$ cat config.mk
export PLATFORM = sky130hd
export DESIGN_NAME = fp_add_align_flat
export DESIGN_NICKNAME = d
export VERILOG_FILES = /design/src/rtl/fp_add_pkg.sv /design/src/rtl/fp_add_align_if.sv /design/src/rtl/fp_shift_sticky.sv /design/src/rtl/fp_add_align.sv /design/src/flat_wrapper.sv
export SDC_FILE = /design/constraint.sdc
export NUM_CORES = 1
export LEC_CHECK = 0
export CORE_MARGIN = 5
export CORE_UTILIZATION = 48
export DETAILED_ROUTE_END_ITERATION = 8
export PLACE_DENSITY = 0.88
export RECOVER_POWER = 100
export SETUP_SLACK_MARGIN = 0.02
export SYNTH_ARGS = -nofsm -noshare
export SYNTH_HDL_FRONTEND = slang
export SYNTH_SLANG_ARGS = --single-unit
$ cat constraint.sdc
create_clock -name clk -period 3.1 [get_ports clk]
set_input_delay 0.31 -clock clk [delete_from_list [all_inputs] [get_ports clk]]
set_output_delay 0.31 -clock clk [all_outputs]
set_load 0.05 [all_outputs]
$ cat src/rtl/fp_add_pkg.sv
// Shared types and constants for the single-precision adder datapath.
package fp_add_pkg;

    localparam int unsigned EXP_W = 8;
    localparam int unsigned MAN_W = 23;
    localparam int unsigned FP_W  = 1 + EXP_W + MAN_W;
    localparam int unsigned BIAS  = 127;
    localparam int unsigned ALN_W = MAN_W + 4;
    localparam logic [FP_W-1:0] QNAN = 32'h7FC00000;

    typedef struct packed {
        logic             sign;
        logic [EXP_W-1:0] exp;
        logic [MAN_W-1:0] man;
    } fp32_t;

    typedef struct packed {
        logic             sign_big;
        logic             sign_small;
        logic [EXP_W-1:0] exp;
        logic [ALN_W-1:0] man_big;
        logic [ALN_W-1:0] man_small;
        logic             eff_sub;
        logic             special;
        logic [FP_W-1:0]  special_val;
    } aligned_t;

    function automatic logic is_nan(input fp32_t x);
        return (x.exp == '1) && (x.man != '0);
    endfunction

    function automatic logic is_inf(input fp32_t x);
        return (x.exp == '1) && (x.man == '0);
    endfunction

endpackage

$ cat src/rtl/fp_add_align_if.sv
// Operand-in / aligned-out handshake bundle for fp_add_align.
interface fp_add_align_if;
    import fp_add_pkg::*;

    logic             in_valid;
    logic             in_ready;
    logic [FP_W-1:0]  operand_1;
    logic [FP_W-1:0]  operand_2;
    logic             out_valid;
    logic             out_ready;
    logic             out_sign_big;
    logic             out_sign_small;
    logic [EXP_W-1:0] out_exp;
    logic [ALN_W-1:0] out_man_big;
    logic [ALN_W-1:0] out_man_small;
    logic             out_eff_sub;
    logic             out_special;
    logic [FP_W-1:0]  out_special_val;

    modport slave (
        input  in_valid, operand_1, operand_2, out_ready,
        output in_ready, out_valid, out_sign_big, out_sign_small, out_exp,
               out_man_big, out_man_small, out_eff_sub, out_special, out_special_val
    );

    modport master (
        output in_valid, operand_1, operand_2, out_ready,
        input  in_ready, out_valid, out_sign_big, out_sign_small, out_exp,
               out_man_big, out_man_small, out_eff_sub, out_special, out_special_val
    );

endinterface

$ cat src/rtl/fp_shift_sticky.sv
// Combinational right shifter folding shifted-out bits into a sticky LSB.
module fp_shift_sticky
    import fp_add_pkg::*;
(
    input  logic [ALN_W-1:0] din,
    input  logic [EXP_W-1:0] shamt,
    output logic [ALN_W-1:0] dout
);

    logic lost;

    // Shift, then OR every discarded bit into bit 0; saturate to sticky-only at >= ALN_W.
    always_comb begin
        dout = '0;
        lost = 1'b0;
        if (shamt >= EXP_W'(ALN_W)) begin
            dout = {{(ALN_W-1){1'b0}}, |din};
        end else begin
            for (int unsigned i = 0; i < ALN_W; i++) begin
                if (i < {24'd0, shamt}) begin
                    lost = lost | din[i];
                end
            end
            dout    = din >> shamt;
            dout[0] = dout[0] | lost;
        end
    end

endmodule

$ cat src/rtl/fp_add_align.sv
// Two-stage operand unpack/order/align front end for the binary32 adder.
// Optional build macro: FP_ALIGN_FTZ_EN flushes denormal operands to signed zero.
module fp_add_align
    import fp_add_pkg::*;
(
    input  logic           clk,
    input  logic           rst_n,
    fp_add_align_if.slave  bus
);

    fp32_t            op_a, op_b;
    logic [MAN_W-1:0] a_man, b_man;
    logic             a_hid, b_hid, a_big;
    logic [EXP_W-1:0] a_eexp, b_eexp;
    logic             spec;
    logic [FP_W-1:0]  spec_val;

    logic             s1_valid, s1_sign_big, s1_sign_small, s1_special;
    logic [EXP_W-1:0] s1_exp_big, s1_exp_diff;
    logic [MAN_W:0]   s1_sig_big, s1_sig_small;
    logic [FP_W-1:0]  s1_special_val;

    logic             s2_valid, s2_load;
    aligned_t         s2_q, s2_next;
    logic [ALN_W-1:0] man_small_aln;

    assign op_a = fp32_t'(bus.operand_1);
    assign op_b = fp32_t'(bus.operand_2);

    assign s2_load      = !s2_valid || bus.out_ready;
    assign bus.in_ready = !s1_valid || s2_load;

    // Unpack both operands, pick the larger magnitude and classify specials.
    always_comb begin
`ifdef FP_ALIGN_FTZ_EN
        a_man = (op_a.exp == '0) ? '0 : op_a.man;
        b_man = (op_b.exp == '0) ? '0 : op_b.man;
`else
        a_man = op_a.man;
        b_man = op_b.man;
`endif
        a_hid  = (op_a.exp != '0);
        b_hid  = (op_b.exp != '0);
        a_eexp = (op_a.exp == '0) ? EXP_W'(1) : op_a.exp;
        b_eexp = (op_b.exp == '0) ? EXP_W'(1) : op_b.exp;
        a_big  = {a_eexp, a_hid, a_man} >= {b_eexp, b_hid, b_man};

        spec     = is_nan(op_a) || is_nan(op_b) || is_inf(op_a) || is_inf(op_b);
        spec_val = '0;
        if (is_nan(op_a) || is_nan(op_b) ||
            (is_inf(op_a) && is_inf(op_b) && (op_a.sign != op_b.sign))) begin
            spec_val = QNAN;
        end else if (is_inf(op_a)) begin
            spec_val = {op_a.sign, {EXP_W{1'b1}}, {MAN_W{1'b0}}};
        end else if (is_inf(op_b)) begin
            spec_val = {op_b.sign, {EXP_W{1'b1}}, {MAN_W{1'b0}}};
        end
    end

    // Stage 1 register: ordered fields, exponent difference, special result.
    always_ff @(posedge clk) begin
        if (!rst_n) begin
            s1_valid       <= 1'b0;
            s1_sign_big    <= 1'b0;
            s1_sign_small  <= 1'b0;
            s1_exp_big     <= '0;
            s1_exp_diff    <= '0;
            s1_sig_big     <= '0;
            s1_sig_small   <= '0;
            s1_special     <= 1'b0;
            s1_special_val <= '0;
        end else if (bus.in_ready) begin
            s1_valid <= bus.in_valid;
            if (bus.in_valid) begin
                s1_sign_big    <= a_big ? op_a.sign : op_b.sign;
                s1_sign_small  <= a_big ? op_b.sign : op_a.sign;
                s1_exp_big     <= a_big ? a_eexp : b_eexp;
                s1_exp_diff    <= a_big ? (a_eexp - b_eexp) : (b_eexp - a_eexp);
                s1_sig_big     <= a_big ? {a_hid, a_man} : {b_hid, b_man};
                s1_sig_small   <= a_big ? {b_hid, b_man} : {a_hid, a_man};
                s1_special     <= spec;
                s1_special_val <= spec_val;
            end
        end
    end

    fp_shift_sticky u_shift (
        .din   ({s1_sig_small, 3'b000}),
        .shamt (s1_exp_diff),
        .dout  (man_small_aln)
    );

    // Assemble the aligned record handed to the adder core.
    always_comb begin
        s2_next             = '0;
        s2_next.sign_big    = s1_sign_big;
        s2_next.sign_small  = s1_sign_small;
        s2_next.exp         = s1_exp_big;
        s2_next.man_big     = {s1_sig_big, 3'b000};
        s2_next.man_small   = man_small_aln;
        s2_next.eff_sub     = s1_sign_big ^ s1_sign_small;
        s2_next.special     = s1_special;
        s2_next.special_val = s1_special_val;
    end

    // Stage 2 register: output holds while the adder core stalls.
    always_ff @(posedge clk) begin
        if (!rst_n) begin
            s2_valid <= 1'b0;
            s2_q     <= '0;
        end else if (s2_load) begin
            s2_valid <= s1_valid;
            if (s1_valid) begin
                s2_q <= s2_next;
            end
        end
    end

    assign bus.out_valid       = s2_valid;
    assign bus.out_sign_big    = s2_q.sign_big;
    assign bus.out_sign_small  = s2_q.sign_small;
    assign bus.out_exp         = s2_q.exp;
    assign bus.out_man_big     = s2_q.man_big;
    assign bus.out_man_small   = s2_q.man_small;
    assign bus.out_eff_sub     = s2_q.eff_sub;
    assign bus.out_special     = s2_q.special;
    assign bus.out_special_val = s2_q.special_val;

endmodule

$ cat src/flat_wrapper.sv
// flat-port wrapper written by rule: the top's interface ports become plain ports
module fp_add_align_flat import fp_add_pkg::*;
  (clk, rst_n, bus_in_valid, bus_operand_1, bus_operand_2, bus_out_ready, bus_in_ready, bus_out_valid, bus_out_sign_big, bus_out_sign_small, bus_out_exp, bus_out_man_big, bus_out_man_small, bus_out_eff_sub, bus_out_special, bus_out_special_val);
  fp_add_align_if bus_i ();
  input  logic clk;
  input  logic rst_n;
  input wire logic [$bits(bus_i.in_valid)-1:0] bus_in_valid;
  input wire logic [$bits(bus_i.operand_1)-1:0] bus_operand_1;
  input wire logic [$bits(bus_i.operand_2)-1:0] bus_operand_2;
  input wire logic [$bits(bus_i.out_ready)-1:0] bus_out_ready;
  output wire logic [$bits(bus_i.in_ready)-1:0] bus_in_ready;
  output wire logic [$bits(bus_i.out_valid)-1:0] bus_out_valid;
  output wire logic [$bits(bus_i.out_sign_big)-1:0] bus_out_sign_big;
  output wire logic [$bits(bus_i.out_sign_small)-1:0] bus_out_sign_small;
  output wire logic [$bits(bus_i.out_exp)-1:0] bus_out_exp;
  output wire logic [$bits(bus_i.out_man_big)-1:0] bus_out_man_big;
  output wire logic [$bits(bus_i.out_man_small)-1:0] bus_out_man_small;
  output wire logic [$bits(bus_i.out_eff_sub)-1:0] bus_out_eff_sub;
  output wire logic [$bits(bus_i.out_special)-1:0] bus_out_special;
  output wire logic [$bits(bus_i.out_special_val)-1:0] bus_out_special_val;
  assign bus_i.in_valid = bus_in_valid;
  assign bus_i.operand_1 = bus_operand_1;
  assign bus_i.operand_2 = bus_operand_2;
  assign bus_i.out_ready = bus_out_ready;
  assign bus_in_ready = bus_i.in_ready;
  assign bus_out_valid = bus_i.out_valid;
  assign bus_out_sign_big = bus_i.out_sign_big;
  assign bus_out_sign_small = bus_i.out_sign_small;
  assign bus_out_exp = bus_i.out_exp;
  assign bus_out_man_big = bus_i.out_man_big;
  assign bus_out_man_small = bus_i.out_man_small;
  assign bus_out_eff_sub = bus_i.out_eff_sub;
  assign bus_out_special = bus_i.out_special;
  assign bus_out_special_val = bus_i.out_special_val;
  fp_add_align u_core (.clk(clk), .rst_n(rst_n), .bus(bus_i));
endmodule
# After elaboration in Yosys (flattened, before gate mapping)
# Cells that the tools add are included.
[totals] inputBits=68 regBits=196 output_inout_bits=100
[op_classes] n_lt_le_gt_ge=26 n_eq_ne=3 n_addsub=2 bitwise_logic=26 muxes=61 n_reduce_logical=25 n_shift=1
[ops] cell="2-to-1 mux 32 bit" n=3
[ops] cell="< comparator 5 x 8 -> 1 bit (first input constant)" n=11
[ops] cell="< comparator 4 x 8 -> 1 bit (first input constant)" n=8
[ops] cell="2-to-1 mux 1 bit" n=51
[ops] cell="2-to-1 mux 24 bit" n=2
[ops] cell="logical NOT 23 bit" n=2
[ops] cell="nonzero test 23 bit" n=2
[ops] cell=">= comparator 32 bit" n=1
[ops] cell="< comparator 3 x 8 -> 1 bit (first input constant)" n=4
[ops] cell="2-to-1 mux 8 bit" n=4
[ops] cell="2-to-1 mux 27 bit" n=1
[ops] cell="right shift 27 x 8 -> 27 bit" n=1
[ops] cell="OR 1 bit" n=25
[ops] cell="OR reduction 24 bit" n=1
[ops] cell="== test 8 bit (second input constant)" n=2
[ops] cell="logical NOT 8 bit" n=2
[ops] cell="nonzero test 8 bit" n=2
[ops] cell="subtractor 8 bit" n=2
[ops] cell=">= comparator 8 x 5 -> 1 bit (second input constant)" n=1
[ops] cell="< comparator 2 x 8 -> 1 bit (first input constant)" n=1
[ops] cell="logical AND 1 bit" n=6
[ops] cell="logical OR 1 bit" n=6
[ops] cell="AND reduction 2 bit" n=2
[ops] cell="logical NOT 1 bit" n=2
[ops] cell="other kinds (2)" n=2

# Depth between registers and ports, before layout
[depth] word_depth=76 mapped_depth=17 ltp_nobuf=15

# Modules after synthesis
# A second synthesis with hierarchy kept.
[hier_totals] hier_cells=1190 area_unflattened_um2=9290.2
[by_module_without_submodules] mod="fp_add_align" seq_area_each_um2=2762.6 instances=1 cells_each=894 area_each_um2=7337.0
[by_module_without_submodules] mod="fp_shift_sticky" seq_area_each_um2=0.0 instances=1 cells_each=296 area_each_um2=1953.1

# Least setup slack after synthesis
# Ideal clock, no wire load.
[synth_timing] kind="input to register" from="in bus_operand_2[25]" to="reg u_core.s1_exp_big[1]" n_path_buf=2 cell_stages=16 slack_ns=0.068 arrival_time_ns=2.900 path_cell_list="or4_1 -> nor2_1 -> nor2_1 -> ha_1 -> inv_1 -> fa_1 -> nand3b_1 -> a21oi_1 -> nor2_2 -> o31ai_1 -> a21oi_4 -> buf_4 -> buf_4 -> nor2_1 -> a211oi_1 -> nor3_1"
[synth_between] elab_chain_cells=4 word_cells_on_any_way=5 cone_classes="1 x order compare; 2 x mux; 2 x reduce/logical"
[synth_rtl] item="start, declared" line="flat_wrapper.sv:9" rtl="input wire logic [$bits(bus_i.operand_2)-1:0] bus_operand_2;"
[synth_rtl] item="logical NOT 8 bit" line="fp_add_align.sv:45" rtl="b_eexp = (op_b.exp == '0) ? EXP_W'(1) : op_b.exp;"
[synth_rtl] item="2-to-1 mux 8 bit" line="fp_add_align.sv:45"
[synth_rtl] item=">= comparator 32 bit" line="fp_add_align.sv:46" rtl="a_big = {a_eexp, a_hid, a_man} >= {b_eexp, b_hid, b_man};"
[synth_rtl] item="2-to-1 mux 8 bit (*)" line="fp_add_align.sv:77" rtl="s1_exp_big <= a_big ? a_eexp : b_eexp;"
[synth_rtl] item="end signal, assigned" line="fp_add_align.sv:77"
[synth_rtl] item="end, declared" line="fp_add_align.sv:19" rtl="logic [EXP_W-1:0] s1_exp_big, s1_exp_diff;"
# Mark *: on every way between the ends. The rest lies on a longest branch, timed or not.
# A chain may end at the register's enable or synchronous reset.

# Final worst setup path
[layout_timing] from="in bus_operand_1[30]" to="reg u_core.s1_sig_big[12]"
[layout_between] elab_chain_cells=4 word_cells_on_any_way=5 cone_classes="1 x order compare; 2 x mux; 2 x reduce/logical"
[layout_rtl] item="start, declared" line="flat_wrapper.sv:8" rtl="input wire logic [$bits(bus_i.operand_1)-1:0] bus_operand_1;"
[layout_rtl] item="logical NOT 8 bit" line="fp_add_align.sv:44" rtl="a_eexp = (op_a.exp == '0) ? EXP_W'(1) : op_a.exp;"
[layout_rtl] item="2-to-1 mux 8 bit" line="fp_add_align.sv:44"
[layout_rtl] item=">= comparator 32 bit (*)" line="fp_add_align.sv:46"
[layout_rtl] item="2-to-1 mux 24 bit (*)" line="fp_add_align.sv:79" rtl="s1_sig_big <= a_big ? {a_hid, a_man} : {b_hid, b_man};"
[layout_rtl] item="end signal, assigned" line="fp_add_align.sv:79"
[layout_rtl] item="end, declared" line="fp_add_align.sv:20" rtl="logic [MAN_W:0] s1_sig_big, s1_sig_small;"
# Marked as above.

==> results.sh <==
export IMPL_finClkSkew_ns=0.0140
export IMPL_grt_total_usage_pct=26.4
export IMPL_rr_startpoint="u_core.s1_exp_diff[0]$_SDFFE_PN0P_"
export IMPL_area_growth_pct=32.9
export IMPL_routed_wl_um=28200
export IMPL_critPathLaunch="bus_operand_1[30]"
export IMPL_fp_dieW_um=144
export IMPL_diodes=0
export IMPL_gr_total_overflow=0
export IMPL_power_density_mw_per_mm2=498
export IMPL_crit_fanout=7
export IMPL_slowest_stage="clkdlybuf4s50_1"
export IMPL_vias=9104
export IMPL_cts_root_buf="clkbuf_16"
export IMPL_die_h_um=144
export IMPL_ys_ff_latch=138
export IMPL_nFillCells=1494
export IMPL_hp_class="in2reg"
export IMPL_coreArea_mm2=0.0178
export IMPL_cts_clk_slew_worst_paths_ns=0.08
export IMPL_cp_top_family="buffers and inverters"
export IMPL_io_pins=168
export IMPL_p_seq_share_pct=35.3
export IMPL_status="completed"
export IMPL_path_cells="clkdlybuf4s50_1 > nor4_1 > nand2_1 > buf_4 > ha_1 > nand4_1 > inv_1 > a221oi_2 > o31ai_2 > a21oi_4 > clkbuf_16 > buf_4 > mux2i_1 > buf_4 > a211oi_1"
export IMPL_worst_pin_slew_ns=1.22
export IMPL_rows=49
export IMPL_max_cap_violations=0
export IMPL_end_kind="flop"
export IMPL_grt_pass1_vias=8452
export IMPL_place_inst=1533
export IMPL_crit_buf_inv=6
export IMPL_synth_top_area_share_pct=32.1
export IMPL_drt_iter0_drc=816
export IMPL_portBuffers=142
export IMPL_syn_cell_area_mm2=0.00861
export IMPL_postRouteAntennaNets=0
export IMPL_grt_pass1_wl_um=43800
export IMPL_dr_pass1_iters=5
export IMPL_slowest_delay_ns=0.41
export IMPL_ff2ff_setup_slack_ns=0.31
export IMPL_nets=1438
export IMPL_dpl_hpwl_um=21500
export IMPL_place_gp_congestion=1.01
export IMPL_synthFlopType="dfxtp_1"
export IMPL_syn_inst=1145
export IMPL_cp_endpoint="u_core.s1_sig_big[12]$_SDFFE_PN0P_"
export IMPL_final_setup_tns_ns=0
export IMPL_arrival_ns=3.27
export IMPL_p_switching_uw=2070
export IMPL_max_freq_ghz=0.333
export IMPL_antenna_found_initial=0
export IMPL_die_area_mm2=0.0207
export IMPL_combPwrFrac_pct=28.5
export IMPL_start_kind="input pin"
export IMPL_fin_cells=1571
export IMPL_cts_num_sinks=138
export IMPL_crit_cells=15
export IMPL_synth_top_area_cell="dfxtp_1"
export IMPL_power_frac_clock_pct=36.2
export IMPL_synthTopCellsByArea="dfxtp_1 32%, nor2_1 7.6%, mux2i_1 6.3%, nand2_1 6.1%, ha_1 5.7%"
export IMPL_period_share_pct=96.7
export IMPL_path_class="in2reg"
export IMPL_leakage_uw=0.00508
export IMPL_cp_required_ns=3.38
export IMPL_async_flop_share_pct=0
export IMPL_hold_viol_final=0
export IMPL_drc_errors=0
export IMPL_grt_max_degree=69
export IMPL_avgViaCountPerCell=5.80
export IMPL_synth_edff_count=0
export IMPL_tritoncts="built"
export IMPL_h_tree_depth=4
export IMPL_irDropWorstVdd_v=0.000311
export IMPL_cts_buffers=17
export IMPL_r2r_end="u_core.bus.out_man_small[0]$_SDFFE_PN0P_"
export IMPL_insertion_delay_ns=0.44
export IMPL_worstRegToRegCells=9
export IMPL_avgSynthCellArea_um2=7.52
export IMPL_finalSetupViolations=0
export IMPL_yosysWarnings=0
export IMPL_p_int_uw=3630
export IMPL_cts_buffer_depth=2
export IMPL_finalCriticalPeriod_ns=3.00
export IMPL_crit_path_frequent_cell="buf_4"
export IMPL_seqCellArea_mm2=0.00276
export IMPL_drive_above_1_share_pct=14.2
export IMPL_p_sw_share_pct=36.3
export IMPL_ys_types=65
export IMPL_multiInputGateArea_mm2=0.00516
export IMPL_start_util_pct=48.3
export IMPL_wire_per_inst_um=17.9
export IMPL_yosysSeqAreaShare_pct=32.1
export IMPL_slew_violations=0
export IMPL_relSlewSlack_pct=18.4
per-stage QoR:
stage	power, uW	cell area, um^2	hold slack [ns]	util [%]	setup slack (ns)
after detailed placement	3610	10700	0.447	60.0	-0.441
after floorplan	3050	8700	0.427	-	0.0681
after global placement	3580	10700	0.444	60.0	-0.364
final	5700	11400	0.366	64.2	0.101
after global routing	5920	11400	0.386	64.2	-0.0298
after CTS	5660	11300	0.457	63.5	0.00174
per-layer routing:
| layer | up-vias | GRT usage [%] | part of all wire [%] |
|---|---|---|---|
| li1 | 4341 | - | - |
| met1 | 4208 | 34.5 | 41 |
| met2 | 454 | 41.8 | 46 |
| met3 | 101 | 5.12 | 8.5 |
| met4 | 0 | 12.6 | 4.6 |
| met5 | - | 0 | 0 |
worst min-delay path, stage by stage:
cell and delay [ns]:
dlymetal6s2s_1 0.11, buf_4 0.14, a211oi_1 0.08, nor3_1 0.12
sequential cells by signal, indices dropped and copies added (netlist names), 3 cells and up:
name / cells
u_core.s1_exp_big: 8
u_core.s1_special_val: 3
u_core.s1_exp_diff: 8
u_core.bus.out_special_val: 3
u_core.bus.out_man_small: 27
u_core.bus.out_man_big: 24
u_core.bus.out_exp: 8
u_core.s1_sig_big: 24
u_core.s1_sig_small: 24
cell usage in the layout (no fill, tap or decap), drive strengths merged, types with 19 or more instances in the layout:
cell and instances:
a211oi 64, a21oi 93, buf 115, clkbuf 25
clkdlybuf4s50 57, conb 25, dfxtp 138, dlygate4sd3 76
ha 39, inv 59, mux2i 54, nand2 141
nand3 24, nor2 175, nor3 39, nor4 19
o21ai 43
how the worst min path moves through the flow:
stage | start | endpoint | slack, ns | depth (start not counted)
after detailed placement | u_core.bus.out_man_big[15]$_SDFFE_PN0P_ | u_core.bus.out_man_big[15]$_SDFFE_PN0P_ | 0.45 | 2
after global routing | bus_operand_2[29] | u_core.s1_exp_big[6]$_SDFFE_PN0P_ | 0.39 | 4
after CTS | u_core.bus.out_man_big[15]$_SDFFE_PN0P_ | u_core.bus.out_man_big[15]$_SDFFE_PN0P_ | 0.46 | 2
after floorplan | bus_in_valid | u_core.s1_valid$_SDFFE_PN0N_ | 0.43 | 2
final | bus_operand_2[29] | u_core.s1_exp_big[6]$_SDFFE_PN0P_ | 0.37 | 4
after global placement | u_core.s1_sig_big[23]$_SDFFE_PN0P_ | u_core.bus.out_man_big[26]$_SDFFE_PN0P_ | 0.44 | 2
cell families (layout without fill, tap and decap cells):
group	count (synthesis)	after routing	synth area share, %
AOI/OAI and AO/OA	276	276	20.8
adders and majority gates	42	42	6.25
other	1	25	0.0435
muxes	66	66	8.50
and+or+nand+nor	439	439	22.0
xor gates and xnor gates	6	6	0.610
buffers and inverters	177	350	9.72
DFF	138	138	32.1
power groups by stage:
stage / Clock (uW) / Sequential [uW] / Combinational [uW]
after floorplan: 0 / 2080 / 970
after global routing: 2150 / 2020 / 1750
after detailed placement: 0 / 2050 / 1570
after CTS: 2070 / 2010 / 1580
final: 2070 / 2010 / 1620
after global placement: 0 / 2040 / 1540
cell type report:
cell class	count	area share (%)
clock buffers	17	3.72
clock inverters	15	1.65
inverters	52	1.72
multi-input cells	854	45.1
flip-flops and latches	138	24.1
well taps	229	2.50
repair buffers	266	21.2
repair_timing:
item,in CTS,in global routing
pin swaps,0,11
setup buffers,1,4
gates resized for setup,0,27
hold buffers,0,0
cloned,0,1
endpoints found under the setup margin,1,64
cell usage after synthesis, types with 39 or more instances:
master	instances
nor3_1	39
a211oi_1	64
inv_1	49
nor2_1	174
clkbuf_1	71
mux2i_1	54
nand2_1	141
a21oi_1	92
buf_4	43
o21ai_0	42
dfxtp_1	138
ha_1	39
No activity file was read; power rests on OpenSTA's default activity.
